$ cat src/rtl/eater_loader_pkg.sv
// Shared types and constants for the 8-bit computer RAM loader.
// States, default write timing and the byte width.
package eater_loader_pkg;

    localparam int BYTE_W     = 8;
    localparam int DEF_DEPTH  = 16;
    localparam int DEF_ADDR_W = 4;
    localparam int DEF_SETUP  = 1;
    localparam int DEF_WR     = 2;
    localparam int DEF_HOLD   = 1;

    typedef enum logic [2:0] {
        IDLE,
        WAIT_BYTE,
        SETUP,
        WRITE,
        HOLD,
        FINISH
    } ld_state_e;

    typedef logic [DEF_ADDR_W-1:0] ld_addr_t;

    function automatic int max3(input int a, input int b, input int c);
        int m;
        m = (a > b) ? a : b;
        return (m > c) ? m : c;
    endfunction

endpackage

$ cat src/rtl/eater_phase_timer.sv
// Loadable down-counter timing the setup, write and hold phases.
// len is the phase length minus one; expired marks the last cycle.
module eater_phase_timer #(
    parameter int CNT_W = 2
) (
    input  logic             clk,
    input  logic             rst_n,
    input  logic             load,
    input  logic [CNT_W-1:0] len,
    output logic             expired
);

    logic [CNT_W-1:0] cnt;

    always_ff @(posedge clk or negedge rst_n) begin
        if (!rst_n) begin
            cnt <= '0;
        end else if (load) begin
            cnt <= len;
        end else if (cnt != '0) begin
            cnt <= cnt - 1'b1;
        end
    end

    assign expired = (cnt == '0);

endmodule

$ cat src/rtl/eater_ram_loader.sv
// Streams program bytes into the 8-bit computer's RAM through its
// programming pins, one setup/strobe/hold sequence per address.
module eater_ram_loader
    import eater_loader_pkg::*;
#(
    parameter int DEPTH        = DEF_DEPTH,
    parameter int ADDR_W       = DEF_ADDR_W,
    parameter int SETUP_CYCLES = DEF_SETUP,
    parameter int WR_CYCLES    = DEF_WR,
    parameter int HOLD_CYCLES  = DEF_HOLD
) (
    input  logic              clk,
    input  logic              rst_n,
    input  logic              start,
    input  logic              abort,
    input  logic [BYTE_W-1:0] byte_in,
    input  logic              byte_valid,
    output logic              byte_ready,
    output logic              prog_mode,
    output logic [ADDR_W-1:0] addr,
    output logic [BYTE_W-1:0] data,
    output logic              wr_en,
    output logic              busy,
    output logic              done
);

    localparam int MAX_LEN = max3(SETUP_CYCLES, WR_CYCLES, HOLD_CYCLES);
    localparam int CNT_W   = (MAX_LEN > 1) ? $clog2(MAX_LEN) : 1;

    localparam logic [CNT_W-1:0] SETUP_LEN = CNT_W'(SETUP_CYCLES - 1);
    localparam logic [CNT_W-1:0] WR_LEN    = CNT_W'(WR_CYCLES - 1);
    localparam logic [CNT_W-1:0] HOLD_LEN  = CNT_W'(HOLD_CYCLES - 1);
    localparam logic [ADDR_W-1:0] LAST     = ADDR_W'(DEPTH - 1);

    ld_state_e        state;
    ld_state_e        state_n;
    logic             t_load;
    logic [CNT_W-1:0] t_len;
    logic             t_expired;
    logic             xfer;

    assign xfer = byte_valid & byte_ready;

    eater_phase_timer #(
        .CNT_W(CNT_W)
    ) u_timer (
        .clk    (clk),
        .rst_n  (rst_n),
        .load   (t_load),
        .len    (t_len),
        .expired(t_expired)
    );

    always_comb begin
        state_n = state;
        t_load  = 1'b0;
        t_len   = '0;
        if (abort) begin
            state_n = IDLE;
        end else begin
            unique case (state)
                IDLE:      if (start) state_n = WAIT_BYTE;
                WAIT_BYTE: if (xfer) state_n = SETUP;
                SETUP:     if (t_expired) state_n = WRITE;
                WRITE:     if (t_expired) state_n = HOLD;
                HOLD: begin
                    if (t_expired) begin
                        state_n = (addr == LAST) ? FINISH : WAIT_BYTE;
                    end
                end
                FINISH:    state_n = IDLE;
                default:   state_n = IDLE;
            endcase
        end
        // Each new phase reloads the timer with its own length.
        t_load = (state_n != state);
        unique case (state_n)
            SETUP:   t_len = SETUP_LEN;
            WRITE:   t_len = WR_LEN;
            HOLD:    t_len = HOLD_LEN;
            default: t_len = '0;
        endcase
    end

    always_ff @(posedge clk or negedge rst_n) begin
        if (!rst_n) begin
            state      <= IDLE;
            prog_mode  <= 1'b0;
            addr       <= '0;
            data       <= '0;
            wr_en      <= 1'b0;
            byte_ready <= 1'b0;
            busy       <= 1'b0;
            done       <= 1'b0;
        end else begin
            state      <= state_n;
            busy       <= (state_n != IDLE);
            byte_ready <= (state_n == WAIT_BYTE);
            wr_en      <= (state_n == WRITE);
            done       <= (state_n == FINISH);
            prog_mode  <= state_n inside {WAIT_BYTE, SETUP, WRITE, HOLD};
            if (state_n == IDLE) begin
                addr <= '0;
            end else if (state == HOLD && state_n == WAIT_BYTE) begin
                addr <= addr + 1'b1;
            end
            if (state == WAIT_BYTE && state_n == SETUP) begin
                data <= byte_in;
            end
        end
    end

endmodule

$ cat config.mk
export PLATFORM = sky130hd
export DESIGN_NAME = eater_ram_loader
export DESIGN_NICKNAME = d
export VERILOG_FILES = /design/src/rtl/eater_loader_pkg.sv /design/src/rtl/eater_phase_timer.sv /design/src/rtl/eater_ram_loader.sv
export SDC_FILE = /design/constraint.sdc
export NUM_CORES = 1
export LEC_CHECK = 0
export BUFFER_PORTS_ARGS = -buffer_cell sky130_fd_sc_hd__buf_2
export CAP_MARGIN = 20
export CELL_PAD_IN_SITES_DETAIL_PLACEMENT = 2
export CELL_PAD_IN_SITES_GLOBAL_PLACEMENT = 2
export CORE_AREA = 10 10 68 85
export DETAILED_ROUTE_END_ITERATION = 7
export DIE_AREA = 0 0 78 95
export PLACE_DENSITY_LB_ADDON = 0.1
export SLEW_MARGIN = 20
export SYNTH_ARGS = -nofsm -noshare
export SYNTH_HDL_FRONTEND = slang
export SYNTH_HIERARCHICAL = 1
export SYNTH_SLANG_ARGS = --single-unit
$ cat constraint.sdc
create_clock -name clk -period 1.6 [get_ports clk]
set_clock_uncertainty 0.1 [all_clocks]
set_input_delay 0.32 -clock clk [delete_from_list [all_inputs] [get_ports clk]]
set_output_delay 0.32 -clock clk [all_outputs]
set_load 0.03 [all_outputs]
After elaboration in Yosys (flattened, before gate mapping)
Index checks and enable logic that the tools add are counted.

Reductions and logical operators: 7. Multiplexer cells: 13. Equality and inequality tests: 11. Bitwise gates (word level): 1. Add/subtract/negate cells: 2.

Operator list (number): $mux 3 (7); $pmux 3 s5 (1); $eq 3x2->1 const B (4); $eq 3x3->1 const B (3); $mux 4 (2); $eq 3x1->1 const B (2); $logic_not 3->1 (2); $add 4x1->4 const B (1); $eq 4x4->1 const B (1); $reduce_bool 4->1 (1); $mux 1 (3); $ne 3x3->1 (1); $reduce_bool 3->1 (1); $logic_and 1x1->1 (2); $reduce_bool 2->1 (1); $and 1x1->1 (1); $sub 1x1->1 const B (1).

Output and inout bits: 17. Register bits after elaboration: 21. Input port bits: 13.

Longest topological paths before layout
Gate-level depths: netlist of run 1.

Depth after elaboration: 9. Depth in mapped cells: 6. Gate-level depth less buffers: 6.

By module
The synthesis of run 1 kept the hierarchy.

Modules (own cells, without submodules): eater_ram_loader (area each 979.7 um^2, cells each 80, times used 1); eater_phase_timer (area each 35.0 um^2, cells each 3, times used 1).

Least setup slack after synthesis of run 1
OpenSTA, ideal clock, no wires.

Path type: reg-to-reg. From: register addr[0]. To: register addr[0]. Path buffers: 0. Required time: 1418 ps. Period minus slack after synthesis: 1898 ps. Cell stages (with the launch flop): 6. Setup time: 82 ps. Arrival: 1717 ps. Slack: -298 ps. Cell sequence: dfrtp_1 -> ha_1 -> nand3_1 -> a2111oi_2 -> o21ai_1 -> a31oi_1.

Longest elaborated chain between the ends: 8. Elaborated cells on any way between the ends: 12. Those cells by class: 1 x add/sub; 2 x eq/ne; 6 x mux; 3 x reduce/logical.

RTL lines: from (decl) (RTL line eater_ram_loader.sv:20) `output logic [ADDR_W-1:0] addr,`; from (signal assigned) (RTL line eater_ram_loader.sv:105) `addr <= addr + 1'b1;`; $eq 4x4->1 (RTL line eater_ram_loader.sv:68) `state_n = (addr == LAST) ? FINISH : WAIT_BYTE;`; $mux 3 (RTL line eater_ram_loader.sv:68); $mux 3 (RTL line eater_ram_loader.sv:67) `if (t_expired) begin`; $pmux 3 s5 (RTL line eater_ram_loader.sv:61) `unique case (state)`; $mux 3 (RTL line eater_ram_loader.sv:58) `if (abort) begin`; $eq 3x1->1 (RTL line eater_ram_loader.sv:104) `end else if (state == HOLD && state_n == WAIT_BYTE) begin`; $logic_and 1x1->1 (RTL line eater_ram_loader.sv:104); $reduce_bool 2->1 (no line).

Parallel ways exist; a longest one is shown, timed or not. The select of a mux whose other input is x is not followed. A chain may end at the register's enable or synchronous reset.

Final worst setup path of run 1
From: register state[2]. To: register u_timer.cnt.

Elaborated cells on any way between the ends: 16. Those cells by class: 6 x eq/ne; 9 x mux; 1 x reduce/logical.

RTL lines: from (decl) (RTL line eater_ram_loader.sv:35) `ld_state_e state;`; from (signal assigned) (RTL line eater_ram_loader.sv:96) `state <= state_n;`; $eq 3x3->1 (tied with other cells) (RTL line eater_ram_loader.sv:61); $pmux 3 s5 (RTL line eater_ram_loader.sv:61); $mux 3 (RTL line eater_ram_loader.sv:58); $ne 3x3->1 (*) (RTL line eater_ram_loader.sv:76) `t_load = (state_n != state);`; via t_load (RTL line eater_ram_loader.sv:37) `logic t_load;`; $mux 1 (*) (RTL line eater_phase_timer.sv:18) `end else if (load) begin`; to (signal assigned) (RTL line eater_phase_timer.sv:19) `cnt <= len;`; to (signal assigned) (RTL line eater_phase_timer.sv:21) `cnt <= cnt - 1'b1;`; to (decl) (RTL line eater_phase_timer.sv:13) `logic [CNT_W-1:0] cnt;`.

Mark *: on every way through the listed nets, which the timed path passes. The rest lies on a longest branch.

==> flow_summary.html, run 1 <==
<table>
<tr><th>Metric</th><th>Value</th></tr>
<tr><th colspan="2">Worst hold path</th></tr>
<tr><td>Startpoint of the worst hold path</td><td>byte_in[5]</td></tr>
<tr><td>Worst hold path cell count</td><td>2</td></tr>
<tr><td>Worst min-delay path category</td><td>in -&gt; reg</td></tr>
<tr><td>Worst min-delay path endpoint</td><td>data[5]</td></tr>
<tr><th colspan="2">Run</th></tr>
<tr><td>Max_cap viols</td><td>0</td></tr>
<tr><th colspan="2">Placed design</th></tr>
<tr><td>Count of input and output buffers</td><td>29</td></tr>
<tr><td>Total cell area at the placement stage</td><td>1393 sq um</td></tr>
<tr><td>Placer's final routability congestion estimate</td><td>0.8199</td></tr>
<tr><td>Worst setup slack after placement</td><td>-72.30 ps</td></tr>
<tr><td>Final HPWL DP</td><td>2.546 mm</td></tr>
<tr><td>Cell count after placement</td><td>184</td></tr>
<tr><th colspan="2">Pwr</th></tr>
<tr><td>Internal power contribution</td><td>0.9808 mW</td></tr>
<tr><td>Fraction of power consumed by combinational cells</td><td>33.2%</td></tr>
<tr><td>Net switching fraction of the power</td><td>35.91%</td></tr>
<tr><td>Proportion of power drawn by flip-flops and latches</td><td>43.7%</td></tr>
<tr><td>Power dissipated by switching net loads</td><td>0.5496 mW</td></tr>
<tr><td>Maximum vdd ir drop</td><td>0.2965 mV</td></tr>
<tr><td>Clk pwr share</td><td>23.1%</td></tr>
<tr><td>Power density over cell area</td><td>956.3 nW/um^2</td></tr>
<tr><td>Total power</td><td>1.530 mW</td></tr>
<tr><td>Leakage</td><td>0.7368 nW</td></tr>
<tr><th colspan="2">STA</th></tr>
<tr><td>Transition time at the pin with the least slew margin</td><td>487.1 ps</td></tr>
<tr><td>Setup Viol. Count Final</td><td>1</td></tr>
<tr><td>Fraction of the cycle the final worst path needs</td><td>100.2%</td></tr>
<tr><td>Pins Over Slew Limit</td><td>0</td></tr>
<tr><td>Max Clock Freq</td><td>0.6235 GHz</td></tr>
<tr><td>Normalized max-slew margin</td><td>67.53%</td></tr>
<tr><td>Final Hold Fails</td><td>0</td></tr>
<tr><td>RSZ-0062 raised after global routing</td><td>true</td></tr>
<tr><td>Setup ws final</td><td>-3.797 ps</td></tr>
<tr><td>Worst Hold Slack</td><td>170.0 ps</td></tr>
<tr><td>Time the worst path needs with I/O delays and setup</td><td>1604 ps</td></tr>
<tr><td>Accumulated negative setup slack</td><td>-3.797 ps</td></tr>
<tr><th colspan="2">Routing</th></tr>
<tr><td>DR iter-0 viols</td><td>6</td></tr>
<tr><td>Per-cell via count in the routed design</td><td>4.497</td></tr>
<tr><td>Detailed Routing Iterations Pass 1</td><td>4</td></tr>
<tr><td>Number of remaining DRC errors</td><td>0</td></tr>
<tr><td>Total wirelength of the detailed-routed design</td><td>3.223 mm</td></tr>
<tr><td>DR WL/cell</td><td>16.53 microns</td></tr>
<tr><td>Vias after detailed routing</td><td>877</td></tr>
<tr><td>ANT nets after route</td><td>0</td></tr>
<tr><th colspan="2">Worst setup path</th></tr>
<tr><td>Critical Path Slowest Stage Cell</td><td>dfrtp_2</td></tr>
<tr><td>Launching point of the worst reg2reg path</td><td>state[2]</td></tr>
<tr><td>Arrival time at the worst endpoint</td><td>1710 ps</td></tr>
<tr><td>Element type at the critical path start</td><td>flop</td></tr>
<tr><td>Worst R2R End</td><td>u_timer/cnt</td></tr>
<tr><td>Largest stage delay, worst path</td><td>440 ps</td></tr>
<tr><td>Reg-to-reg setup timing slack</td><td>-4 ps</td></tr>
<tr><td>Critical Setup Path Class</td><td>reg -&gt; reg</td></tr>
<tr><td>Number of buffer and inverter instances along the worst setup path</td><td>0</td></tr>
<tr><td>Logic depth of the worst register-to-register path</td><td>5</td></tr>
<tr><td>Family with the most delay on the worst path</td><td>simple AND/OR/NAND/NOR gates</td></tr>
<tr><td>Chain of cells forming the critical path</td><td>or3b_4, a2bb2oi_4, and3_1, o21ai_1, and2_1</td></tr>
<tr><td>Kind of capture point of the worst setup path</td><td>flop</td></tr>
<tr><td>Worst Path Required</td><td>1710 ps</td></tr>
<tr><td>Biggest fanout along the worst timing path</td><td>5</td></tr>
<tr><th colspan="2">Yosys</th></tr>
<tr><td>Top cells by count, synth</td><td>21 x dfrtp_1, 8 x mux2_1, 6 x a31oi_1</td></tr>
<tr><td>Top cell type by total area after synthesis</td><td>dfrtp_1</td></tr>
<tr><td>Synth warnings</td><td>6</td></tr>
<tr><td>Distinct cells, synth</td><td>36</td></tr>
<tr><td>Post-Syn Area</td><td>1015 sq um</td></tr>
<tr><td>Post-synth ARST share</td><td>100.0%</td></tr>
<tr><td>Synthesized instance count</td><td>83</td></tr>
<tr><td>Mean instance size in the synthesized netlist</td><td>12.23 sq um</td></tr>
<tr><td>Count of flip-flops with a built-in enable after synthesis</td><td>0</td></tr>
<tr><td>Net count after synthesis</td><td>97</td></tr>
<tr><td>Flip-flop cell with the highest count after synthesis</td><td>dfrtp_1</td></tr>
<tr><td>Post-synthesis register bit count</td><td>21</td></tr>
<tr><td>Cell with the most instances after synthesis</td><td>dfrtp_1</td></tr>
<tr><td>Portion of synthesized cell area occupied by the leading cell type</td><td>51.79%</td></tr>
<tr><td>Part of the Yosys area used for sequential elements</td><td>51.79%</td></tr>
<tr><td>Largest cells by area after synthesis</td><td>dfrtp_1 52%, mux2_1 8.9%, a31oi_1 3.7%</td></tr>
<tr><th colspan="2">Cells and area</th></tr>
<tr><td>Final Core Density</td><td>37.90%</td></tr>
<tr><td>Count of placed standard cells in the final layout, fillers left out</td><td>195</td></tr>
<tr><td>Final-stage net count</td><td>152</td></tr>
<tr><td>Final instance area</td><td>1600 sq um</td></tr>
<tr><td># diodes</td><td>0</td></tr>
<tr><td>Relative area change from synthesis to final layout</td><td>57.71%</td></tr>
<tr><td>Fraction of layout instances using a drive strength above 1</td><td>64.23%</td></tr>
<tr><th colspan="2">Clock network</th></tr>
<tr><td>Root Buffer</td><td>clkbuf_8</td></tr>
<tr><td>Latest clock arrival within the worst-skew pair</td><td>270 ps</td></tr>
<tr><td>Maximum clock path buffer count</td><td>2</td></tr>
<tr><td>Number of sinks driven by the clock tree</td><td>21</td></tr>
<tr><td>TritonCTS clock tree</td><td>yes</td></tr>
<tr><td>Maximum level of the CTS H-tree</td><td>1</td></tr>
<tr><td>Clock transition time at the flip-flop clock pins of the worst setup and hold paths</td><td>70 ps</td></tr>
<tr><td>TritonCTS buffer count</td><td>3</td></tr>
<tr><th colspan="2">GRT</th></tr>
<tr><td>Global-route wire length before repair</td><td>5.568 mm</td></tr>
<tr><td>Vias in the first global route</td><td>1081</td></tr>
<tr><td>Number of antenna violations at the first check in global routing</td><td>0</td></tr>
<tr><td>Largest net degree at the start of global routing</td><td>22</td></tr>
<tr><td>Overall global routing resource usage</td><td>9.597%</td></tr>
<tr><td>Global route total overflow</td><td>0</td></tr>
<tr><th colspan="2">Outcome</th></tr>
<tr><td>Result of the run</td><td>finished with violations</td></tr>
<tr><td>Violations in the final reports</td><td>setup timing</td></tr>
<tr><th colspan="2">Floorplan</th></tr>
<tr><td>Core area</td><td>4223 sq um</td></tr>
<tr><td>Vertical die dimension</td><td>95 microns</td></tr>
<tr><td>Row cnt</td><td>27</td></tr>
<tr><td>Initial core utilization</td><td>24.03%</td></tr>
<tr><td>Floorplan die area</td><td>7410 sq um</td></tr>
<tr><td>Horizontal extent of the die</td><td>78 microns</td></tr>
<tr><td>Top-Level Pins</td><td>30</td></tr>
</table>
-- placed cells by master, fill, tap and decap left out, types with 2 or more instances in the layout --
master     synthesis  final
nand3_1            4      2
a31oi_1            6      5
xnor2_1            3      2
buf_2              1     29
o21ai_0            2      2
nand2_1            2      2
dfrtp_1           21     16
clkinv_2           1      2
a2bb2oi_4          0      2
inv_2              3      4
mux2_1             8      8
buf_4              0     22
inv_1              3      2
clkbuf_8           0      3
dfrtp_2            0      5
-- power groups by stage --
stage / logic [mW] / clock network [mW] / registers [mW]
global placement: 0.476 / 0 / 0.671
global route: 0.548 / 0.391 / 0.684
detailed placement: 0.483 / 0 / 0.679
floorplan: 0.130 / 0 / 0.852
CTS: 0.503 / 0.373 / 0.671
finish: 0.508 / 0.354 / 0.668
-- flip-flops by register name, summed over array words and instances (netlist names) --
signal / count
done: 1
byte_ready: 1
prog_mode: 1
addr: 4
state: 3
wr_en: 1
u_timer/cnt: 1
data: 8
busy: 1
-- routing by layer --
metal / part of all wire [%] / track usage [%] / vias up
li1: - / - / 411
met2: 55 / 19.11 / 27
met4: 1.6 / 3.593 / 0
met3: 6.1 / 3.042 / 5
met1: 37 / 8.824 / 434
met5: 0 / 0 / -
-- cell type report --
type	instances	area (sq um)
well taps	58	72.57
flip-flops and latches	21	531.8
clock buffers	3	41.29
inverters	7	27.53
multi-input cells	52	581.8
repair buffers	53	340.3
clock inverters	1	5.005
fillers	449	2623
-- cell families after synthesis --
kind of cell	after synthesis	synth area share, %
adder cells (fa/ha/maj)	1	1.233
XOR/XNOR	4	3.453
buffers and inverters	10	5.424
flip-flops	21	51.79
AND/OR/NAND/NOR	21	15.54
multiplexers	9	9.865
AO/OA/AOI/OAI	17	12.70
-- how the worst max path moves through the flow --
stage          startpoint     endpoint  depth (start not counted)
2_1_floorplan     addr[0]      addr[0]                          5
3_3_place_gp      addr[1]      addr[2]                          5
3_5_place_dp     state[0]    prog_mode                          5
4_1_cts           addr[1]    prog_mode                          6
5_1_grt          state[2]  u_timer/cnt                          5
6_report         state[2]  u_timer/cnt                          5
-- timing repair --
item,CTS,global route
endpoints found under the hold margin,21,0
setup endpoints to repair,17,16
gates resized for setup,11,9
pin swaps,2,1
hold buffers,1,0
setup buffers,3,3
(Power assumes the default switching activity.)
==> run 2: changes to the inputs <==
--- a/config.mk
+++ b/config.mk
@@ -9,10 +9,12 @@
 export CAP_MARGIN = 20
 export CELL_PAD_IN_SITES_DETAIL_PLACEMENT = 2
 export CELL_PAD_IN_SITES_GLOBAL_PLACEMENT = 2
-export CORE_AREA = 10 10 68 85
+export CORE_AREA = 2 2 60 77
+export CTS_BUF_LIST = sky130_fd_sc_hd__clkbuf_8
 export DETAILED_ROUTE_END_ITERATION = 7
-export DIE_AREA = 0 0 78 95
+export DIE_AREA = 0 0 62 79
 export PLACE_DENSITY_LB_ADDON = 0.1
+export SKIP_LAST_GASP = 1
 export SLEW_MARGIN = 20
 export SYNTH_ARGS = -nofsm -noshare
 export SYNTH_HDL_FRONTEND = slang
==> run 2 against run 1 <==
  * The run still ends with setup timing left
  * Hold slack worse by 4.7 ps
  * Register-to-register slack worse by 20 ps
  * Sequential power is 0.6% lower
  * Die area is 34% lower
  * Via count is 1.5% higher
  * Non-clock buffer count is 2 higher
  * Clock power is 4% higher
==> flow_summary.html, run 2 (synthesis gave the netlist of run 1 again) <==
<table>
<tr><th>Metric</th><th>Value</th></tr>
<tr><th colspan="2">Outcome</th></tr>
<tr><td>Result of the run</td><td>finished with violations</td></tr>
<tr><td>Violations in the final reports</td><td>setup timing</td></tr>
<tr><th colspan="2">GRT</th></tr>
<tr><td>Largest net degree at the start of global routing</td><td>22</td></tr>
<tr><td>Overall global routing resource usage</td><td>13.82%</td></tr>
<tr><td>Global-route wire length before repair</td><td>4.878 mm</td></tr>
<tr><td>Global route total overflow</td><td>0</td></tr>
<tr><td>Vias in the first global route</td><td>1018</td></tr>
<tr><td>Number of antenna violations at the first check in global routing</td><td>0</td></tr>
<tr><th colspan="2">Floorplan</th></tr>
<tr><td>Row cnt</td><td>27</td></tr>
<tr><td>Top-Level Pins</td><td>30</td></tr>
<tr><td>Initial core utilization</td><td>24.03%</td></tr>
<tr><td>Core area</td><td>4223 sq um</td></tr>
<tr><td>Horizontal extent of the die</td><td>62 microns</td></tr>
<tr><td>Floorplan die area</td><td>4898 sq um</td></tr>
<tr><td>Vertical die dimension</td><td>79 microns</td></tr>
<tr><th colspan="2">STA</th></tr>
<tr><td>Max Clock Freq</td><td>0.6147 GHz</td></tr>
<tr><td>Pins Over Slew Limit</td><td>0</td></tr>
<tr><td>Accumulated negative setup slack</td><td>-80.39 ps</td></tr>
<tr><td>Setup ws final</td><td>-26.74 ps</td></tr>
<tr><td>Normalized max-slew margin</td><td>67.71%</td></tr>
<tr><td>Fraction of the cycle the final worst path needs</td><td>101.7%</td></tr>
<tr><td>Setup Viol. Count Final</td><td>6</td></tr>
<tr><td>Transition time at the pin with the least slew margin</td><td>484.4 ps</td></tr>
<tr><td>Time the worst path needs with I/O delays and setup</td><td>1627 ps</td></tr>
<tr><td>RSZ-0062 raised after global routing</td><td>true</td></tr>
<tr><td>Final Hold Fails</td><td>0</td></tr>
<tr><th colspan="2">Routing</th></tr>
<tr><td>Number of remaining DRC errors</td><td>0</td></tr>
<tr><td>DR iter-0 viols</td><td>1</td></tr>
<tr><td>Vias after detailed routing</td><td>890</td></tr>
<tr><td>Per-cell via count in the routed design</td><td>4.518</td></tr>
<tr><td>DR WL/cell</td><td>15.34 microns</td></tr>
<tr><td>Detailed Routing Iterations Pass 1</td><td>2</td></tr>
<tr><td>ANT nets after route</td><td>0</td></tr>
<tr><td>Total wirelength of the detailed-routed design</td><td>3.022 mm</td></tr>
<tr><th colspan="2">Worst setup path</th></tr>
<tr><td>Logic depth of the worst register-to-register path</td><td>7</td></tr>
<tr><td>Crit path launch</td><td>u_timer/cnt</td></tr>
<tr><td>Element type at the critical path start</td><td>flop</td></tr>
<tr><td>Critical Setup Path Class</td><td>reg -&gt; reg</td></tr>
<tr><td>Launching point of the worst reg2reg path</td><td>u_timer/cnt</td></tr>
<tr><td>Kind of capture point of the worst setup path</td><td>flop</td></tr>
<tr><td>Worst Path Required</td><td>1630 ps</td></tr>
<tr><td>Biggest fanout along the worst timing path</td><td>7</td></tr>
<tr><td>Arrival time at the worst endpoint</td><td>1660 ps</td></tr>
<tr><td>Reg-to-reg setup timing slack</td><td>-30 ps</td></tr>
<tr><th colspan="2">Pwr</th></tr>
<tr><td>Proportion of power drawn by flip-flops and latches</td><td>43.3%</td></tr>
<tr><td>Internal power contribution</td><td>0.9826 mW</td></tr>
<tr><td>Net switching fraction of the power</td><td>35.90%</td></tr>
<tr><td>Clk pwr share</td><td>24.0%</td></tr>
<tr><td>Power dissipated by switching net loads</td><td>0.5504 mW</td></tr>
<tr><td>Maximum vdd ir drop</td><td>0.3102 mV</td></tr>
<tr><td>Fraction of power consumed by combinational cells</td><td>32.7%</td></tr>
<tr><td>Leakage</td><td>0.7325 nW</td></tr>
<tr><td>Power density over cell area</td><td>961.0 nW/um^2</td></tr>
<tr><td>Total power</td><td>1.533 mW</td></tr>
<tr><th colspan="2">Cells and area</th></tr>
<tr><td>Fraction of layout instances using a drive strength above 1</td><td>63.31%</td></tr>
<tr><td>Commonest non-fill, non-tap cell in the layout</td><td>buf_2</td></tr>
<tr><td># diodes</td><td>0</td></tr>
<tr><td>Relative area change from synthesis to final layout</td><td>57.21%</td></tr>
<tr><td>Number of fillers in the final layout</td><td>464</td></tr>
<tr><td>Count of placed standard cells in the final layout, fillers left out</td><td>197</td></tr>
<tr><td>Most flops, register</td><td>data</td></tr>
<tr><td>Final-stage net count</td><td>154</td></tr>
<tr><td>Final Core Density</td><td>37.78%</td></tr>
<tr><td>Number of flip-flops in the largest register</td><td>8</td></tr>
<tr><td>Commonest cells after routing, fill and taps aside</td><td>29 x buf_2, 24 x buf_4, 17 x dfrtp_1</td></tr>
<tr><td>Registers with the most flip-flops</td><td>data: 8 flops, addr: 4 flops, state: 3 flops</td></tr>
<tr><th colspan="2">Clock network</th></tr>
<tr><td>Maximum clock path buffer count</td><td>2</td></tr>
<tr><td>Root Buffer</td><td>clkbuf_8</td></tr>
<tr><td>Maximum level of the CTS H-tree</td><td>1</td></tr>
<tr><td>TritonCTS buffer count</td><td>3</td></tr>
<tr><td>Clock transition time at the flip-flop clock pins of the worst setup and hold paths</td><td>90 ps</td></tr>
<tr><td>Latest clock arrival within the worst-skew pair</td><td>260 ps</td></tr>
<tr><td>Number of sinks driven by the clock tree</td><td>21</td></tr>
<tr><td>TritonCTS clock tree</td><td>yes</td></tr>
<tr><th colspan="2">Placed design</th></tr>
<tr><td>Worst setup slack after placement</td><td>-55.19 ps</td></tr>
<tr><td>Final HPWL DP</td><td>2.308 mm</td></tr>
<tr><td>Cell count after placement</td><td>186</td></tr>
<tr><td>Placer's final routability congestion estimate</td><td>0.7607</td></tr>
<tr><td>Count of input and output buffers</td><td>29</td></tr>
<tr><th colspan="2">Worst hold path</th></tr>
<tr><td>Startpoint of the worst hold path</td><td>byte_in[0]</td></tr>
<tr><td>Worst hold path cell count</td><td>2</td></tr>
<tr><td>Worst min-delay path category</td><td>in -&gt; reg</td></tr>
<tr><th colspan="2">Run</th></tr>
<tr><td>Max_cap viols</td><td>0</td></tr>
</table>
run 2: routing by layer:
metal / global-route usage, % / routed length [microns] / up-vias
met5: 0 / 0 / -
met2: 26.25 / 1735 / 22
met1: 14.02 / 1143 / 448
li1: - / - / 418
met3: 2.443 / 109 / 2
met4: 5.106 / 34 / 0
run 2: area by class of cell:
| cell class | count | area, sq um | share of cell area, % |
|---|---|---|---|
| multi-input combinational | 52 | 556.8 | 34.90 |
| sequential | 21 | 530.5 | 33.25 |
| timing repair buffer | 55 | 355.3 | 22.27 |
| tap | 58 | 72.57 | 4.549 |
| clock buffer | 3 | 41.29 | 2.588 |
| inverter | 7 | 31.28 | 1.961 |
| clock inverter | 1 | 7.507 | 0.4706 |
run 2: worst max-delay path, stage by stage (launching register included):
cell and delay (ps):
dfrtp_1 380, clkinvlp_4 190, buf_4 190, nand2_2 70
nor3b_2 50, buf_4 150, o21ai_4 250, a31oi_1 120
run 2: metrics by stage:
step | instance area [sq um] | hold WS [ps]
global placement | 1408 | 206.6
floorplan | 1062 | -75.59
finish | 1595 | 165.3
detailed placement | 1408 | 213.7
CTS | 1575 | 164.0
global route | 1595 | 163.6
run 2: worst paths after layout:
path                             to
hold / removal              data[0]
hold reg to reg             data[7]
setup reg to reg            addr[3]
max in group asynchronous  state[0]
setup / recovery            addr[3]
min in group asynchronous   data[2]
run 2: what timing repair did:
action,in CTS,in global routing
gates cloned,0,0
hold buffers,1,0
hold endpoints to repair,21,0
resized for setup,12,4
setup buffers,5,1
pin swaps,3,2
setup endpoints to repair,8,16
run 2: power groups by stage:
stage	clock [mW]	combinational (mW)	sequential, mW
floorplan	0	0.130	0.852
global placement	0	0.474	0.668
detailed placement	0	0.483	0.678
CTS	0.379	0.506	0.668
global route	0.394	0.544	0.678
finish	0.368	0.501	0.664
